[config.mk]
export PLATFORM = sky130hd
export DESIGN_NAME = pwm_duty_meter
export DESIGN_NICKNAME = d
export VERILOG_FILES = /design/src/rtl/pwm_pkg.sv /design/src/rtl/pwm_seq_div.sv /design/src/rtl/pwm_duty_meter.sv
export SDC_FILE = /design/constraint.sdc
export NUM_CORES = 1
export LEC_CHECK = 0
export ABC_AREA = 1
export CAP_MARGIN = 10
export CORE_MARGIN = 5
export CORE_UTILIZATION = 40
export DETAILED_ROUTE_END_ITERATION = 8
export DONT_BUFFER_PORTS = 1
export GPL_TIMING_DRIVEN = 0
export PLACE_DENSITY = 0.53
export SLEW_MARGIN = 20
export SYNTH_ARGS = -nofsm -noshare
export SYNTH_HDL_FRONTEND = slang
export SYNTH_SLANG_ARGS = --single-unit
[constraint.sdc]
create_clock -name clk -period 4.4 [get_ports clk]
set_clock_uncertainty 0.05 [all_clocks]
set_input_delay 0.66 -clock clk [delete_from_list [all_inputs] [get_ports clk]]
set_output_delay 0.66 -clock clk [all_outputs]
set_load 0.02 [all_outputs]
[src/rtl/pwm_pkg.sv]
// Shared types and default widths for the PWM duty meter and its divider.
package pwm_pkg;

    localparam int DEF_CNT_W       = 16;
    localparam int DEF_OUT_W       = 8;
    localparam int DEF_SYNC_STAGES = 2;
    localparam int DEF_TIMEOUT     = 65535;

    typedef enum logic [0:0] {
        S_IDLE = 1'b0,
        S_MEAS = 1'b1
    } meas_state_t;

endpackage

[src/rtl/pwm_seq_div.sv]
// Restoring divider producing floor((high << OUT_W) / period), one quotient bit per cycle.
// o_done/o_quot are valid combinationally in the final step; busy drops on the same edge.
module pwm_seq_div
    import pwm_pkg::*;
#(
    parameter int CNT_W = DEF_CNT_W,
    parameter int OUT_W = DEF_OUT_W
) (
    input  logic             clk,
    input  logic             rst_n,
    input  logic             i_start,
    input  logic [CNT_W-1:0] i_high,
    input  logic [CNT_W-1:0] i_period,
    output logic             o_busy,
    output logic             o_done,
    output logic [OUT_W-1:0] o_quot,
    output logic [CNT_W-1:0] o_period
);

    localparam int                STEP_W    = $clog2(OUT_W + 1);
    localparam logic [STEP_W-1:0] LAST_STEP = STEP_W'(OUT_W);
    localparam logic [STEP_W-1:0] STEP_ONE  = {{(STEP_W-1){1'b0}}, 1'b1};

    logic              r_busy;
    logic [STEP_W-1:0] r_step;
    logic [CNT_W-1:0]  r_rem;
    logic [CNT_W-1:0]  r_den;
    logic [OUT_W:0]    r_bits;
    logic [OUT_W-1:0]  r_quo;

    logic [CNT_W:0]    w_trial;
    logic              w_fits;
    logic [CNT_W-1:0]  w_rem_nxt;
    logic [OUT_W:0]    w_quo_nxt;
    logic              w_last;

    // One restoring step; the quotient only needs OUT_W+1 bits because high never exceeds period.
    always_comb begin
        w_trial = {r_rem, r_bits[OUT_W]};
        w_fits  = (w_trial >= {1'b0, r_den});
        if (w_fits) begin
            w_rem_nxt = w_trial[CNT_W-1:0] - r_den;
        end else begin
            w_rem_nxt = w_trial[CNT_W-1:0];
        end
        w_quo_nxt = {r_quo, w_fits};
        w_last    = r_busy && (r_step == LAST_STEP);
        if (w_quo_nxt[OUT_W]) begin
            o_quot = {OUT_W{1'b1}};
        end else begin
            o_quot = w_quo_nxt[OUT_W-1:0];
        end
    end

    assign o_done   = w_last;
    assign o_busy   = r_busy;
    assign o_period = r_den;

    // Divider datapath: the upper numerator bits (high >> 1) preload the remainder.
    always_ff @(posedge clk or negedge rst_n) begin
        if (!rst_n) begin
            r_busy <= 1'b0;
            r_step <= {STEP_W{1'b0}};
            r_rem  <= {CNT_W{1'b0}};
            r_den  <= {CNT_W{1'b0}};
            r_bits <= {(OUT_W+1){1'b0}};
            r_quo  <= {OUT_W{1'b0}};
        end else if (i_start) begin
            r_busy <= 1'b1;
            r_step <= {STEP_W{1'b0}};
            r_rem  <= {1'b0, i_high[CNT_W-1:1]};
            r_den  <= i_period;
            r_bits <= {i_high[0], {OUT_W{1'b0}}};
            r_quo  <= {OUT_W{1'b0}};
        end else if (r_busy) begin
            r_busy <= !w_last;
            r_step <= r_step + STEP_ONE;
            r_rem  <= w_rem_nxt;
            r_bits <= {r_bits[OUT_W-1:0], 1'b0};
            r_quo  <= w_quo_nxt[OUT_W-1:0];
        end else begin
            r_busy <= 1'b0;
        end
    end

endmodule

[src/rtl/pwm_duty_meter.sv]
// Measures period and high time of a PWM stream (rise to rise) and reports the duty code,
// flagging a stuck input after TIMEOUT cycles without a rising edge.
module pwm_duty_meter
    import pwm_pkg::*;
#(
    parameter int CNT_W       = DEF_CNT_W,
    parameter int OUT_W       = DEF_OUT_W,
    parameter int SYNC_STAGES = DEF_SYNC_STAGES,
    parameter int TIMEOUT     = DEF_TIMEOUT
) (
    input  logic             clk,
    input  logic             rst_n,
    input  logic             pwm_in,
    output logic [OUT_W-1:0] duty_out,
    output logic             duty_valid,
    output logic [CNT_W-1:0] period_out,
    output logic             stuck,
    output logic             overrun
);

    localparam logic [CNT_W-1:0] CNT_ONE   = {{(CNT_W-1){1'b0}}, 1'b1};
    localparam logic [CNT_W-1:0] TMO_LIMIT = CNT_W'(TIMEOUT);

    logic [SYNC_STAGES-1:0] r_sync;
    logic                   r_sync_d;
    meas_state_t            r_state;
    meas_state_t            w_state_nxt;
    logic [CNT_W-1:0]       r_per_cnt;
    logic [CNT_W-1:0]       r_hi_cnt;

    logic                   w_sync;
    logic                   w_rise;
    logic                   w_start;
    logic                   w_overrun;
    logic                   w_timeout;
    logic                   w_div_busy;
    logic                   w_div_done;
    logic [OUT_W-1:0]       w_div_quot;
    logic [CNT_W-1:0]       w_div_period;

    assign w_sync = r_sync[SYNC_STAGES-1];
    assign w_rise = w_sync & ~r_sync_d;

    // Input synchronizer and delayed copy for rising-edge detection.
    always_ff @(posedge clk or negedge rst_n) begin
        if (!rst_n) begin
            r_sync   <= {SYNC_STAGES{1'b0}};
            r_sync_d <= 1'b0;
        end else begin
            r_sync   <= {r_sync[SYNC_STAGES-2:0], pwm_in};
            r_sync_d <= w_sync;
        end
    end

    // State register.
    always_ff @(posedge clk or negedge rst_n) begin
        if (!rst_n) begin
            r_state <= S_IDLE;
        end else begin
            r_state <= w_state_nxt;
        end
    end

    // Next state and per-cycle strobes; a completing division also frees the divider for a new start.
    always_comb begin
        w_state_nxt = r_state;
        w_start     = 1'b0;
        w_overrun   = 1'b0;
        w_timeout   = 1'b0;
        case (r_state)
            S_IDLE: begin
                if (w_rise) begin
                    w_state_nxt = S_MEAS;
                end else begin
                    w_state_nxt = S_IDLE;
                end
            end
            S_MEAS: begin
                if (w_rise) begin
                    w_state_nxt = S_MEAS;
                    if (!w_div_busy || w_div_done) begin
                        w_start = 1'b1;
                    end else begin
                        w_overrun = 1'b1;
                    end
                end else if (r_per_cnt == TMO_LIMIT) begin
                    w_timeout   = 1'b1;
                    w_state_nxt = S_IDLE;
                end else begin
                    w_state_nxt = S_MEAS;
                end
            end
            default: begin
                w_state_nxt = S_IDLE;
            end
        endcase
    end

    // Gap-free period/high counters; the rise cycle itself counts as the first high cycle.
    always_ff @(posedge clk or negedge rst_n) begin
        if (!rst_n) begin
            r_per_cnt <= {CNT_W{1'b0}};
            r_hi_cnt  <= {CNT_W{1'b0}};
        end else if (w_rise) begin
            r_per_cnt <= CNT_ONE;
            r_hi_cnt  <= CNT_ONE;
        end else if (r_state == S_MEAS && !w_timeout) begin
            r_per_cnt <= r_per_cnt + CNT_ONE;
            r_hi_cnt  <= r_hi_cnt + {{(CNT_W-1){1'b0}}, w_sync};
        end else begin
            r_per_cnt <= {CNT_W{1'b0}};
            r_hi_cnt  <= {CNT_W{1'b0}};
        end
    end

    pwm_seq_div #(
        .CNT_W (CNT_W),
        .OUT_W (OUT_W)
    ) u_div (
        .clk      (clk),
        .rst_n    (rst_n),
        .i_start  (w_start),
        .i_high   (r_hi_cnt),
        .i_period (r_per_cnt),
        .o_busy   (w_div_busy),
        .o_done   (w_div_done),
        .o_quot   (w_div_quot),
        .o_period (w_div_period)
    );

    // Output registers; a stuck report overrides a coincident division result.
    always_ff @(posedge clk or negedge rst_n) begin
        if (!rst_n) begin
            duty_out   <= {OUT_W{1'b0}};
            duty_valid <= 1'b0;
            period_out <= {CNT_W{1'b0}};
            stuck      <= 1'b0;
            overrun    <= 1'b0;
        end else begin
            duty_valid <= w_timeout | w_div_done;
            overrun    <= w_overrun;
            if (w_timeout) begin
                duty_out   <= w_sync ? {OUT_W{1'b1}} : {OUT_W{1'b0}};
                period_out <= {CNT_W{1'b0}};
            end else if (w_div_done) begin
                duty_out   <= w_div_quot;
                period_out <= w_div_period;
            end else begin
                duty_out   <= duty_out;
                period_out <= period_out;
            end
            if (w_timeout) begin
                stuck <= 1'b1;
            end else if (w_rise) begin
                stuck <= 1'b0;
            end else begin
                stuck <= stuck;
            end
        end
    end

endmodule

==> metrics <==
cells after synthesis=772; synthesized cell area=about 6000 sq um; IO Pins=30; Final setup viols=0; Gate power share=between 40% and 50%; startpoint types=flip-flop; first-pass GRT wire length=24600 um; post-synthesis sequential area ratio=45.3%; Final Instance Count excl. Fillers=972; crit-path most repeated cell=nand2_1; HPWL Detailed=11000 um; Post-Route Setup TNS=0 ps; Post-DRT Antenna Nets=0; flop2flop setup slack=2070 ps; largest net degree at the start of global routing=110; commonest non-fill, non-tap cell in the layout=nand2_1; Clock power frac=19.0%; Detailed Routing Iterations Pass 1=4; WP data arrival=2520 ps; ys async rst share=100%; Hold Violations, Final=0; PD cells=656 nW/um^2; Placed Instances=956; switching pwr=roughly 1.9 mW; initial antenna violation count=0; Worst setup startpoint=u_div.r_rem[11]; CTS resizes=0; CTS tree=yes; Final min period=2330 ps; Crit path largest cell delay=430 ps; Syn. warnings=0; CTS Sinks=109; R2R Path End=u_div.r_rem[12]; ANT cells=0; Netlist cell types=38; vias in the first global route=4769; Relative slew margins=62.3%; post-synthesis sequential element count=~110; critical path class=flip-flop to flip-flop; cells on worst reg2reg path=12; share of layout cells above drive strength 1=6.22%; gr ovfl total=0; DRC errors left=0; CP max-delay cell=dfrtp_1; die area=approximately 18000 sq um; worst skew pair latency=360 ps; Via density=approximately 5; Period Utilization, post-route=52.9%; routed vias=4780; Int Power=2.43 mW; post-CTS setup buffers=0; CTS max path bufs=2; RSZ-0062 raised after global routing=no; Mean Syn Cell Area=7.80 sq um; Die H=133 um; Initial Util=41.1%; core area=roughly 15000 sq um; worst path required time=4600 ps; row count=44; GRT Util Overall=17.4%; Max VDD drop=0.000279 V; die extent in x=133 um; worst slew pin tran=566 ps; Num CTS Buffers=9; Flop pwr share=between 30% and 40%; CP Capture Type=flip-flop; routability cong.=approximately 0.9; Pleak=roughly 3.3 nW; CTS root buf=clkbuf_16; Area Overhead vs Synth=9.12%; PortBufs=0; Hold WS=182 ps; FILL cells=1503; EDFF count, synth=0; CTS Hold Bufs=1; status=completed; H-tree depth=3; highest clock rate=0.430 GHz; worst-path fanout max=10; max-slew violation count=0; final WL=14500 um; Reg clk slew, reported paths=70 ps; hold crit path type=primary input to asynchronous set/reset pin; syn nets=between 700 and 800; prevailing post-synth register cell=dfrtp_1; critical-path cell list=ha_1 > a21oi_1 > nand2_1 > nand2_1 > nand2_1 > nor2_4 > nand2_4 > buf_6 > nand2_1 > nand3_1 > nand2_1 > nand2_1; nets=about 810; RR Startpoint=u_div.r_rem[11]; MaxCap Viol Count=0; DR iter-0 viols=323; detailed-route wire length per cell=~15 um; Net Sw Frac=a little over two fifths; most frequent cells in the layout=nand2_1 (184), inv_1 (127), dfrtp_1 (109), nor2_1 (84), nand3_1 (53)
==> power groups by stage <==
stage | Sequential [mW] | Clock (mW) | Combinational, mW
floorplan | 1.46 | 0 | 1.55
global placement | 1.52 | 0 | 1.93
global route | 1.54 | 0.886 | 2.32
CTS | 1.51 | 0.843 | 1.99
detailed placement | 1.53 | 0 | 1.96
finish | 1.51 | 0.819 | 1.98
==> Yosys cell counts, types with 5 or more instances <==
cell / count / share of area (%)
nand4_1: 12 / 1.2
nand3_1: 53 / 4.4
nor4_1: 5 / 0.52
a21oi_1: 30 / 2.5
xor2_1: 26 / 3.8
dfrtp_1: 109 / 45
nand2_1: 184 / 11
nor2_1: 84 / 5.2
clkbuf_1: 7 / 0.44
buf_6: 5 / 0.94
ha_1: 21 / 4.4
inv_1: 127 / 7.9
xnor2_1: 5 / 0.73
o21ai_0: 45 / 3.7
o22ai_1: 7 / 0.73
nor3_1: 10 / 0.83
==> critical path: cells and delay by family (launching register included) <==
| family | cells | cell delay, ps |
|---|---|---|
| and+or+nand+nor | 9 | 960 |
| DFF | 1 | 430 |
| adders and majority gates | 1 | 380 |
| AOI/OAI and AO/OA | 1 | 230 |
| buffers and inverters | 1 | 170 |
==> state kept, by name (all words and copies together), names as in the netlist, 2 cells and up <==
| signal | count |
|---|---|
| duty_out | 8 |
| r_sync | 2 |
| period_out | 16 |
| u_div.r_rem | 16 |
| u_div.r_step | 4 |
| u_div.r_quo | 8 |
| r_hi_cnt | 16 |
| u_div.o_period | 16 |
| r_per_cnt | 16 |
==> layout make-up <==
type / count / area, sq um / share of cell area, %
sequential: 109 / 2730 / 41.5
multi-input combinational: 515 / 2680 / 40.7
inverter: 131 / 495 / 7.54
clock buffer: 11 / 243 / 3.70
tap: 184 / 230 / 3.50
buffer: 17 / 121 / 1.85
clock inverter: 4 / 48.8 / 0.743
timing repair buffer: 1 / 27.5 / 0.419
==> layer usage <==
layer  global-route usage, %  routed length [um]
met1                    23.9                6810
met2                    27.0                6580
met3                    3.57                 702
met4                    6.52                 395
met5                       0                   0
==> per-stage QoR <==
step / worst slack, ps / power, mW / utilization (%) / area, sq um
final: 2070 / 4.31 / 44.9 / 6570
after global routing: 1850 / 4.74 / 44.9 / 6570
after CTS: 2040 / 4.34 / 44.9 / 6570
after detailed placement: 2070 / 3.48 / 42.7 / 6250
after global placement: 2080 / 3.45 / 42.7 / 6250
after floorplan: 2470 / 3.01 / - / 6020
==> worst max-delay path by stage <==
stage                            to  cells past startpoint
floorplan               duty_out[0]                     12
global placement    u_div.r_rem[12]                     12
detailed placement  u_div.r_rem[12]                     12
CTS                 u_div.r_rem[12]                     12
global route        u_div.r_rem[12]                     15
finish              u_div.r_rem[12]                     12
==> cells by family after synthesis <==
kind of cell	after synthesis	synth area share, %
xor+xnor	31	4.51
buf+inv	148	10.2
simple gates	368	26.7
compound gates	94	8.56
fa+ha+maj	22	4.70
flops	109	45.3
Note: power is estimated with default switching activity, not from simulation.
